File: src/rtl/opram_wr_queue.sv
// opram_wr_queue: write-side front end for the 32x2 multi-read operand RAM.
// Accepts up to two in-order write requests per cycle, drains one per cycle
// onto the RAM write port and forwards still-queued data to the read ports.
module opram_wr_queue #(
   parameter int DEPTH = 4,
   parameter int NRD   = 7
) (
   input  logic                       CLK,
   input  logic                       RST,
   input  logic                       in0_valid,
   input  logic [4:0]                 in0_addr,
   input  logic [1:0]                 in0_data,
   input  logic                       in1_valid,
   input  logic [4:0]                 in1_addr,
   input  logic [1:0]                 in1_data,
   output logic                       in_ready,
   output logic                       WEN,
   output logic [4:0]                 AW,
   output logic [1:0]                 DI,
   input  logic [NRD*5-1:0]           rd_addr,
   output logic [NRD-1:0]             fwd_hit,
   output logic [NRD*2-1:0]           fwd_data,
   output logic [$clog2(DEPTH):0]     count
);

   localparam int PW = $clog2(DEPTH);
   localparam int CW = PW + 1;

   logic [4:0]    r_addr [DEPTH];
   logic [1:0]    r_data [DEPTH];
   logic [PW-1:0] r_head;
   logic [PW-1:0] r_tail;
   logic [CW-1:0] r_count;

   logic          w_ready;
   logic          w_push0;
   logic          w_push1;
   logic          w_pop;
   logic [PW-1:0] w_slot1;
   logic [CW-1:0] w_npush;

   // Readiness comes from registered occupancy only; pushes while not ready are dropped.
   assign w_ready = (r_count <= CW'(DEPTH - 2));
   assign w_push0 = in0_valid & w_ready;
   assign w_push1 = in1_valid & w_ready;
   assign w_pop   = (r_count != '0);
   assign w_slot1 = w_push0 ? (r_tail + PW'(1)) : r_tail;
   assign w_npush = CW'(w_push0) + CW'(w_push1);

   assign in_ready = w_ready;
   assign count    = r_count;
   assign WEN      = w_pop;
   assign AW       = w_pop ? r_addr[r_head] : '0;
   assign DI       = w_pop ? r_data[r_head] : '0;

   // Entry storage: in0 lands at tail, in1 behind it; popped entries are left in place.
   always_ff @(posedge CLK) begin
      if (!RST) begin
         if (w_push0) begin
            r_addr[r_tail] <= in0_addr;
            r_data[r_tail] <= in0_data;
         end
         if (w_push1) begin
            r_addr[w_slot1] <= in1_addr;
            r_data[w_slot1] <= in1_data;
         end
      end
   end

   // Head, tail and occupancy; reset discards everything queued.
   always_ff @(posedge CLK) begin
      if (RST) begin
         r_head  <= '0;
         r_tail  <= '0;
         r_count <= '0;
      end else begin
         r_head  <= r_head + PW'(w_pop);
         r_tail  <= r_tail + PW'(w_npush);
         r_count <= r_count + w_npush - CW'(w_pop);
      end
   end

   // Forwarding: scan occupied entries oldest to youngest so the youngest match wins.
   always_comb begin
      fwd_hit  = '0;
      fwd_data = '0;
      for (int unsigned i = 0; i < NRD; i++) begin
         for (int unsigned k = 0; k < DEPTH; k++) begin
            if ((CW'(k) < r_count) &&
                (r_addr[r_head + PW'(k)] == rd_addr[5*i +: 5])) begin
               fwd_hit[i]          = 1'b1;
               fwd_data[2*i +: 2]  = r_data[r_head + PW'(k)];
            end
         end
      end
   end

   // Flag producers that push while the queue is not ready.
   always_ff @(posedge CLK) begin
      if (!RST) begin
         assert (!((in0_valid || in1_valid) && !w_ready))
            else $error("opram_wr_queue: push while in_ready=0 dropped");
      end
   end

endmodule

File: config.mk
export PLATFORM = sky130hd
export DESIGN_NAME = opram_wr_queue
export DESIGN_NICKNAME = d
export VERILOG_FILES = /design/src/rtl/opram_wr_queue.sv
export SDC_FILE = /design/constraint.sdc
export NUM_CORES = 1
export LEC_CHECK = 0
export CAP_MARGIN = 25
export CORE_MARGIN = 1.5
export CORE_UTILIZATION = 25
export CTS_CLUSTER_DIAMETER = 150
export CTS_CLUSTER_SIZE = 8
export DETAILED_ROUTE_END_ITERATION = 12
export SLEW_MARGIN = 40
export SYNTH_ARGS = -nofsm -noshare
export SYNTH_HDL_FRONTEND = slang
export SYNTH_SLANG_ARGS = --single-unit
File: constraint.sdc
create_clock -name CLK -period 9.39 [get_ports CLK]
set_input_delay 1.878 -clock CLK [delete_from_list [all_inputs] [get_ports CLK]]
set_output_delay 1.878 -clock CLK [all_outputs]
set_load 0.01 [all_outputs]
==> metrics.yaml, run 1 <==
floorplan:
  fp.coreArea_sq_mm: 0.0209
  die_h_microns: 148
  start_util: 0.253
  fp.dieW_microns: 148
  pin_count: 86
  rows: 53
  dieArea_sq_mm: 0.0220
power:
  ir_drop_uv: 96.3
  power_density_mw_per_mm2: 277
  leakagePower_nw: 2.13
  power.total_mw: 1.79
synth:
  synth_largest_area_cell: "xnor2_1"
  synthArstFlopShare: 0
  synthCells: 584
  synth_nets: 646
  yosysTopAreaCellShare: 0.177
  synth_commonest_cells: "xnor2_1 (107), xor2_1 (42), nand2_1 (34)"
  syn_area_sq_mm: 0.00529
  ys_seq_area_frac: 0.185
  ys_seq_elements: 35
  yosys_warnings: 0
  synth.most_common_cell: "xnor2_1"
  synth_edf_count: 28
  synth_area_leaders: "xnor2_1 (18%), edfxtp_1 (16%), mux4_2 (10%), xor2_1 (7.0%), mux2_2 (6.8%)"
  avgSynthCellArea_sq_um: 9.06
  yosysUniqueCellTypes: 49
  synth_ff_type: "edfxtp_1"
finish:
  diodes: 0
  fin_util: 0.309
  stdcell_area_sq_mm: 0.00645
  fin_nets: 688
  stdcell_count: 902
  drive_gt1_frac: 0.132
  syn2layout_area_growth_pct: 22.0
  num-fill-cells: 2189
place:
  portBuffers: 85
  dpl_cell_area_sq_mm: 0.00628
  dp_hpwl_microns: 13200
  globalplace.congestion: 0.937
  place_inst: 894
timing:
  slew_viol_final: 0
  tightest_slew_ns: 0.770
  fin_setup_tns_ns: 0
  skew_ns: 0.00237
  finalHoldViolations: 0
  rsz0062_at_grt: "false"
  finalSetupViolations: 0
  min_period_ns: 6.87
  maxSlewHeadroom: 0.472
  fmax_mhz: 146
  min_period_over_period: 0.732
clock_tree:
  cts_tree: "yes"
  cts.sinks: 35
  clk_latency_ns: 0.28
  cts-hold-fix-buffers: 0
  cts_resized: 0
  postCtsSetupBuffers: 0
  numCtsBuffers: 5
  clk_pin_slew_ns: 0.05
  htree_levels: 2
  clockRootBuffer: "clkbuf_16"
  max-clock-path-buffers: 2
global_routing:
  grt_pass1_vias: 4523
  grt_max_degree: 49
  grtUsageTotal: 0.157
  gr-total-overflow: 0
  antenna_found_initial: 0
  grt_pass1_wl_microns: 26500
route:
  ant_nets: 0
  totalWireLength_microns: 17200
  wl_per_cell_microns: 19.1
  route.detailed.drc: 0
  drt_first_pass_iters: 5
  drt_first_iter_violations: 302
  vias: 4615
  viasPerCell: 5.12
critical_path:
  critPathLaunchType: "input port"
  path_class: "in -> out"
  end_kind: "output pin"
  cp_max_fo: 7
  worstPathRequired_ns: 7.51
  arrival_ns: 4.99
hold_path:
  holdCritPathClass: "reg -> reg"
flow_run:
  drv_cap: 0
outcome:
  status: "finished clean"
stage by stage:
stage	hold WS, ns	setup WS, ns
6_report	0.671	2.52
4_1_cts	0.674	2.54
5_1_grt	0.730	2.43
3_3_place_gp	0.668	2.54
2_1_floorplan	0.620	3.66
3_5_place_dp	0.666	2.54
cell usage in the layout (no fill, tap or decap), types with 5 or more instances in the layout:
| cell type | netlist | routed |
|---|---|---|
| xnor2_1 | 107 | 107 |
| clkdlybuf4s50_1 | 0 | 85 |
| xor2_1 | 42 | 42 |
| nand2_1 | 34 | 34 |
| nor2_1 | 33 | 33 |
| mux2_2 | 32 | 32 |
| edfxtp_1 | 28 | 28 |
| mux2i_1 | 27 | 27 |
| mux4_2 | 24 | 24 |
| nor3_1 | 17 | 17 |
| nand4_1 | 14 | 14 |
| inv_1 | 13 | 13 |
| and2_1 | 12 | 12 |
| a211oi_1 | 12 | 12 |
| nor2b_1 | 12 | 12 |
| o21ai_0 | 10 | 10 |
| nand3_1 | 9 | 9 |
| and3_1 | 9 | 9 |
| ha_1 | 8 | 8 |
| nor4_1 | 7 | 7 |
| o211ai_1 | 7 | 7 |
| nand2b_1 | 6 | 6 |
| a21oi_1 | 7 | 5 |
| o22ai_1 | 5 | 5 |
| a221oi_1 | 5 | 5 |
| clkbuf_16 | 0 | 5 |
| dfxtp_1 | 7 | 5 |
metal layers:
layer | global-route usage | routed length, microns | vias to the layer above
li1 | - | - | 2179
met5 | 0 | 0 | -
met3 | 0.0267 | 1310 | 42
met1 | 0.208 | 7610 | 2186
met2 | 0.247 | 7580 | 208
met4 | 0.0777 | 725 | 0
layout make-up:
type                       count  area [sq um]  share of cell area
multi-input combinational    482          4030               0.624
sequential                    35           983               0.152
timing repair buffer          89           881               0.137
tap                          275           344              0.0533
clock buffer                   5           125              0.0194
inverter                      13          48.8             0.00756
clock inverter                 3          43.8             0.00679
flip-flops by register name, summed over array words and instances, names as in the netlist:
signal,cells
r_addr,20
r_data,8
r_head,2
count,3
r_tail,2
path summary, 6_finish.rpt:
path	from	endpoint	slack [ns]	cells past startpoint
max reg2reg	count[2]	count[2]	6.46	11
min reg2reg	r_tail[0]	r_tail[0]	0.67	2
min	r_tail[0]	r_tail[0]	0.67	2
max	rd_addr[7]	fwd_data[3]	2.52	8
cells by family (layout without fill, tap and decap cells):
kind of cell	count (synthesis)	in the layout	synth area share
simple gates	168	168	0.167
xor+xnor	149	149	0.247
fa+ha+maj	9	9	0.0227
mux	84	84	0.226
buf+inv	67	110	0.0549
compound gates	72	72	0.0965
flops	35	35	0.185
critical path: stages:
cell and delay (ns):
clkdlybuf4s50_1 0.63, nand2b_1 0.16, mux2i_1 0.08, or4_4 0.56, or4_4 0.55, mux2i_1 0.14
a211oi_1 0.39, clkdlybuf4s50_1 0.61
where the power goes:
part	switching, mW	total, mW	internal (mW)
Sequential	0.0394	0.247	0.208
Clock	0.0610	0.186	0.125
Combinational	0.767	1.36	0.589
Power figures use the tool's default switching activity.
==> inputs of run 2 (changes only) <==
- clock period: 9.39 -> 5.6 ns (I/O delays scaled with it)
==> run 2 against run 1 <==
Compared with the run above:
- clock-buffer cell count unchanged
- flip-flop and latch count unchanged
- setup slack worse by 2.2 ns
- total power up 69%
- first-iteration DRC count up 12%
- critical path depth unchanged
- cell area up 0.35%
- wire length up 1.9%
- sequential share of layout area down 0.053 points
- largest power group unchanged
==> metrics.yaml, run 2 (synthesis gave the netlist of run 1 again) <==
critical_path:
  cp_max_fo: 5
  arrival_ns: 4.12
  path_cells: "clkdlybuf4s50_1, inv_1, o32ai_1, or4_4, or4_4, mux2i_1, a211oi_1, clkdlybuf4s50_1"
  r2r_start: "count[2]"
  critPathMaxStageDelay_ns: 0.62
  worstPathRequired_ns: 4.48
  r2r_cells: 11
  cp_slowest_cell: "clkdlybuf4s50_1"
  end_kind: "output pin"
  path_class: "in -> out"
  critPathLaunchType: "input port"
  critPathLaunch: "rd_addr[5]"
power:
  power.total_mw: 3.02
  power_frac_clock: 0.104
  p_comb_frac: 0.749
  seqPwrFrac: 0.147
  switchingPower_mw: 1.47
  switching_share: 0.486
  leakagePower_nw: 2.15
  power_density_mw_per_mm2: 467
  ir_drop_uv: 180
  internal_power_mw: 1.55
route:
  route.detailed.drc: 0
  wl_per_cell_microns: 19.4
  viasPerCell: 5.13
  ant_nets: 0
  drt_first_iter_violations: 338
  vias: 4646
  totalWireLength_microns: 17600
  drt_first_pass_iters: 5
floorplan:
  fp.coreArea_sq_mm: 0.0209
  die_h_microns: 148
  pin_count: 86
  rows: 53
  start_util: 0.253
  fp.dieW_microns: 148
  dieArea_sq_mm: 0.0220
finish:
  stdcell_count: 905
  stdcell_area_sq_mm: 0.00647
  fin_nets: 691
  layout_commonest_cell: "xnor2_1"
  final_cell_mix: "xnor2_1 (107), clkdlybuf4s50_1 (85), xor2_1 (42)"
  diodes: 0
  syn2layout_area_growth_pct: 22.4
  fin_util: 0.310
  num-fill-cells: 2179
  drive_gt1_frac: 0.137
  largest_reg_flops: 20
  regMostFlops: "r_addr"
clock_tree:
  clk_latency_ns: 0.28
  htree_levels: 2
  clockRootBuffer: "clkbuf_16"
  cts_resized: 0
  max-clock-path-buffers: 2
  cts.sinks: 35
  clk_pin_slew_ns: 0.05
  numCtsBuffers: 5
  cts_tree: "yes"
  postCtsSetupBuffers: 0
  cts-hold-fix-buffers: 0
timing:
  slew_viol_final: 0
  min_period_over_period: 0.936
  fin_ws_ns: 0.360
  fin_setup_tns_ns: 0
  rsz0062_at_grt: "false"
  tightest_slew_ns: 0.822
  min_period_ns: 5.24
  maxSlewHeadroom: 0.436
  finalSetupViolations: 0
  whs_ns: 0.689
  fmax_mhz: 191
  finalHoldViolations: 0
  skew_ns: 0.00332
hold_path:
  holdCritPathClass: "reg -> reg"
  whs_path_depth: 2
  hp-start: "r_tail[0]"
global_routing:
  gr-total-overflow: 0
  grt_pass1_wl_microns: 26700
  grt_max_degree: 29
  grt_pass1_vias: 4596
  antenna_found_initial: 0
  grtUsageTotal: 0.159
place:
  place_inst: 897
  pre_cts_ws_ns: 0.422
  dpl_cell_area_sq_mm: 0.00630
  portBuffers: 85
  dp_hpwl_microns: 13500
  globalplace.congestion: 0.907
flow_run:
  drv_cap: 0
outcome:
  status: "finished clean"
==> run 2: path summary, 6_finish.rpt <==
path	end	slack, ns
max	fwd_data[3]	0.36
max reg2reg	count[2]	2.64
min	r_tail[0]	0.69
min reg2reg	r_tail[0]	0.69
==> run 2: final cells by class <==
cell class              instances  area, sq um  share of cell area
inverters                      13         48.8             0.00754
well taps                     275          344              0.0532
flip-flops and latches         35          983               0.152
repair buffers                 92          903               0.140
multi-input cells             482         4030               0.622
clock buffers                   5          125              0.0193
clock inverters                 3         43.8             0.00676
==> run 2: routing by layer <==
| layer | share of wire | track usage | vias up |
|---|---|---|---|
| met5 | 0 | 0 | - |
| met2 | 0.45 | 0.256 | 198 |
| li1 | - | - | 2184 |
| met4 | 0.042 | 0.0748 | 0 |
| met3 | 0.070 | 0.0224 | 50 |
| met1 | 0.43 | 0.211 | 2214 |
==> run 2: worst max-delay path, delay by kind of cell <==
kind	cells	cell delay (ns)
buf+inv	3	1.29
compound gates	2	0.50
mux	1	0.14
simple gates	2	1.07
==> run 2: power groups by stage <==
stage	combinational, mW	clock (mW)	sequential, mW
finish	2.26	0.315	0.444
global route	2.42	0.327	0.458
CTS	2.24	0.318	0.444
global placement	2.22	0	0.446
floorplan	1.63	0	0.392
detailed placement	2.24	0	0.449
==> inputs of run 3 (changes only) <==
- GPL_TIMING_DRIVEN: default -> 0
==> run 3 against run 2 <==
Compared with the run above:
- clock skew down 0.0011 ns
- fmax up 0.36%
- clock-buffer cell count is the same
- die area did not move
- hold slack worse by 0.0077 ns
- global-route usage increased by 0.31 points
- clock power about the same
- critical endpoint unchanged
==> metrics.yaml, run 3 (synthesis gave the netlist of run 1 again) <==
outcome:
  status: "finished clean"
finish:
  num-fill-cells: 2224
  drive_gt1_frac: 0.144
  stdcell_count: 935
  layout_commonest_cell: "xnor2_1"
  diodes: 0
  syn2layout_area_growth_pct: 22.8
  largest_reg_flops: 20
  regMostFlops: "r_addr"
  fin_nets: 721
  final_cell_mix: "xnor2_1 (107), clkdlybuf4s50_1 (68), xor2_1 (42)"
route:
  drt_first_pass_iters: 5
  ant_nets: 0
  totalWireLength_microns: 17700
  drt_first_iter_violations: 420
  viasPerCell: 5.04
  route.detailed.drc: 0
  wl_per_cell_microns: 18.9
  vias: 4717
clock_tree:
  max-clock-path-buffers: 2
  clk_pin_slew_ns: 0.05
  numCtsBuffers: 5
  htree_levels: 2
  cts_tree: "yes"
  clockRootBuffer: "clkbuf_16"
  clk_latency_ns: 0.28
  cts-hold-fix-buffers: 0
  cts_resized: 0
  postCtsSetupBuffers: 0
  cts.sinks: 35
global_routing:
  antenna_found_initial: 0
  gr-total-overflow: 0
  grt_pass1_wl_microns: 27000
  grt_pass1_vias: 4461
  grtUsageTotal: 0.162
  grt_max_degree: 13
critical_path:
  end_kind: "output pin"
  cp_top_family: "buffers and inverters"
  cp_max_fo: 5
  path_class: "in -> out"
  path_cells: "clkdlybuf4s50_1, inv_1, o32ai_1, or4_4, or4_4, mux2i_1, a211oi_1, clkdlybuf4s50_1"
  cp_slowest_cell: "clkdlybuf4s50_1"
  critPathLaunchType: "input port"
  worstPathRequired_ns: 4.48
  critPathMaxStageDelay_ns: 0.61
  arrival_ns: 4.10
  path_buf_inv: 3
timing:
  min_period_ns: 5.22
  min_period_over_period: 0.932
  slew_viol_final: 0
  skew_ns: 0.00221
  whs_ns: 0.682
  maxSlewHeadroom: 0.413
  finalSetupViolations: 0
  tightest_slew_ns: 0.874
  finalHoldViolations: 0
  fin_setup_tns_ns: 0
  rsz0062_at_grt: "false"
  fmax_mhz: 192
power:
  ir_drop_uv: 175
  leakagePower_nw: 2.17
  power_density_mw_per_mm2: 476
place:
  dp_hpwl_microns: 13800
  place_inst: 927
  globalplace.congestion: 0.961
  portBuffers: 68
flow_run:
  drv_cap: 0
floorplan:
  dieArea_sq_mm: 0.0220
  fp.dieW_microns: 148
  die_h_microns: 148
  pin_count: 86
  start_util: 0.253
  rows: 53
  fp.coreArea_sq_mm: 0.0209
hold_path:
  holdCritPathClass: "reg -> reg"
-- run 3: cell types whose count changed in the layout (fill, tap and decap cells not counted), moves of 5 or more --
| cell | before | now |
|---|---|---|
| clkbuf_1 | 0 | 28 |
| clkdlybuf4s50_1 | 85 | 68 |
| buf_1 | 0 | 9 |
| buf_4 | 7 | 2 |
| buf_2 | 0 | 13 |
-- run 3: layout make-up --
type / instances / area [sq um] / share of cell area
Buffer: 54 / 241 / 0.0372
Clock buffer: 5 / 125 / 0.0193
Clock inverter: 3 / 43.8 / 0.00674
Inverter: 13 / 48.8 / 0.00751
Multi-Input combinational cell: 482 / 4030 / 0.620
Sequential cell: 35 / 981 / 0.151
Tap cell: 275 / 344 / 0.0530
Timing Repair Buffer: 68 / 681 / 0.105
-- run 3: metrics by stage --
step | power, mW | util | area (sq um) | setup slack [ns]
5_1_grt | 3.30 | 0.311 | 6490 | 0.235
3_3_place_gp | 2.73 | 0.302 | 6310 | 0.406
6_report | 3.09 | 0.311 | 6490 | 0.379
2_1_floorplan | 2.02 | - | 5290 | 1.38
4_1_cts | 3.08 | 0.311 | 6490 | 0.383
3_5_place_dp | 2.76 | 0.303 | 6320 | 0.387
-- run 3: routing by layer --
layer  GRT usage  part of all wire  vias up
met1       0.232              0.44     2216
met3      0.0178             0.087       36
met5           0                 0        -
met4      0.0584             0.034        0
met2       0.251              0.44      223
li1            -                 -     2242
-- run 3: path summary, 6_finish.rpt --
| path | start | endpoint | slack [ns] | cells after the start |
|---|---|---|---|---|
| hold / removal | count[0] | count[0] | 0.68 | 2 |
| hold reg to reg | count[0] | count[0] | 0.68 | 2 |
| setup / recovery | rd_addr[5] | fwd_data[3] | 0.38 | 8 |
| setup reg to reg | count[1] | count[2] | 2.94 | 10 |
-- run 3: report_power, final --
part	internal (mW)	total, mW	switching [mW]
Sequential	0.347	0.404	0.0562
Combinational	1.03	2.37	1.34
Clock	0.210	0.315	0.105
-- run 3: tightest hold or removal path: stages (launching register included) --
cell and delay [ns]:
dfxtp_1 0.39, ha_1 0.15, nor2b_1 0.11
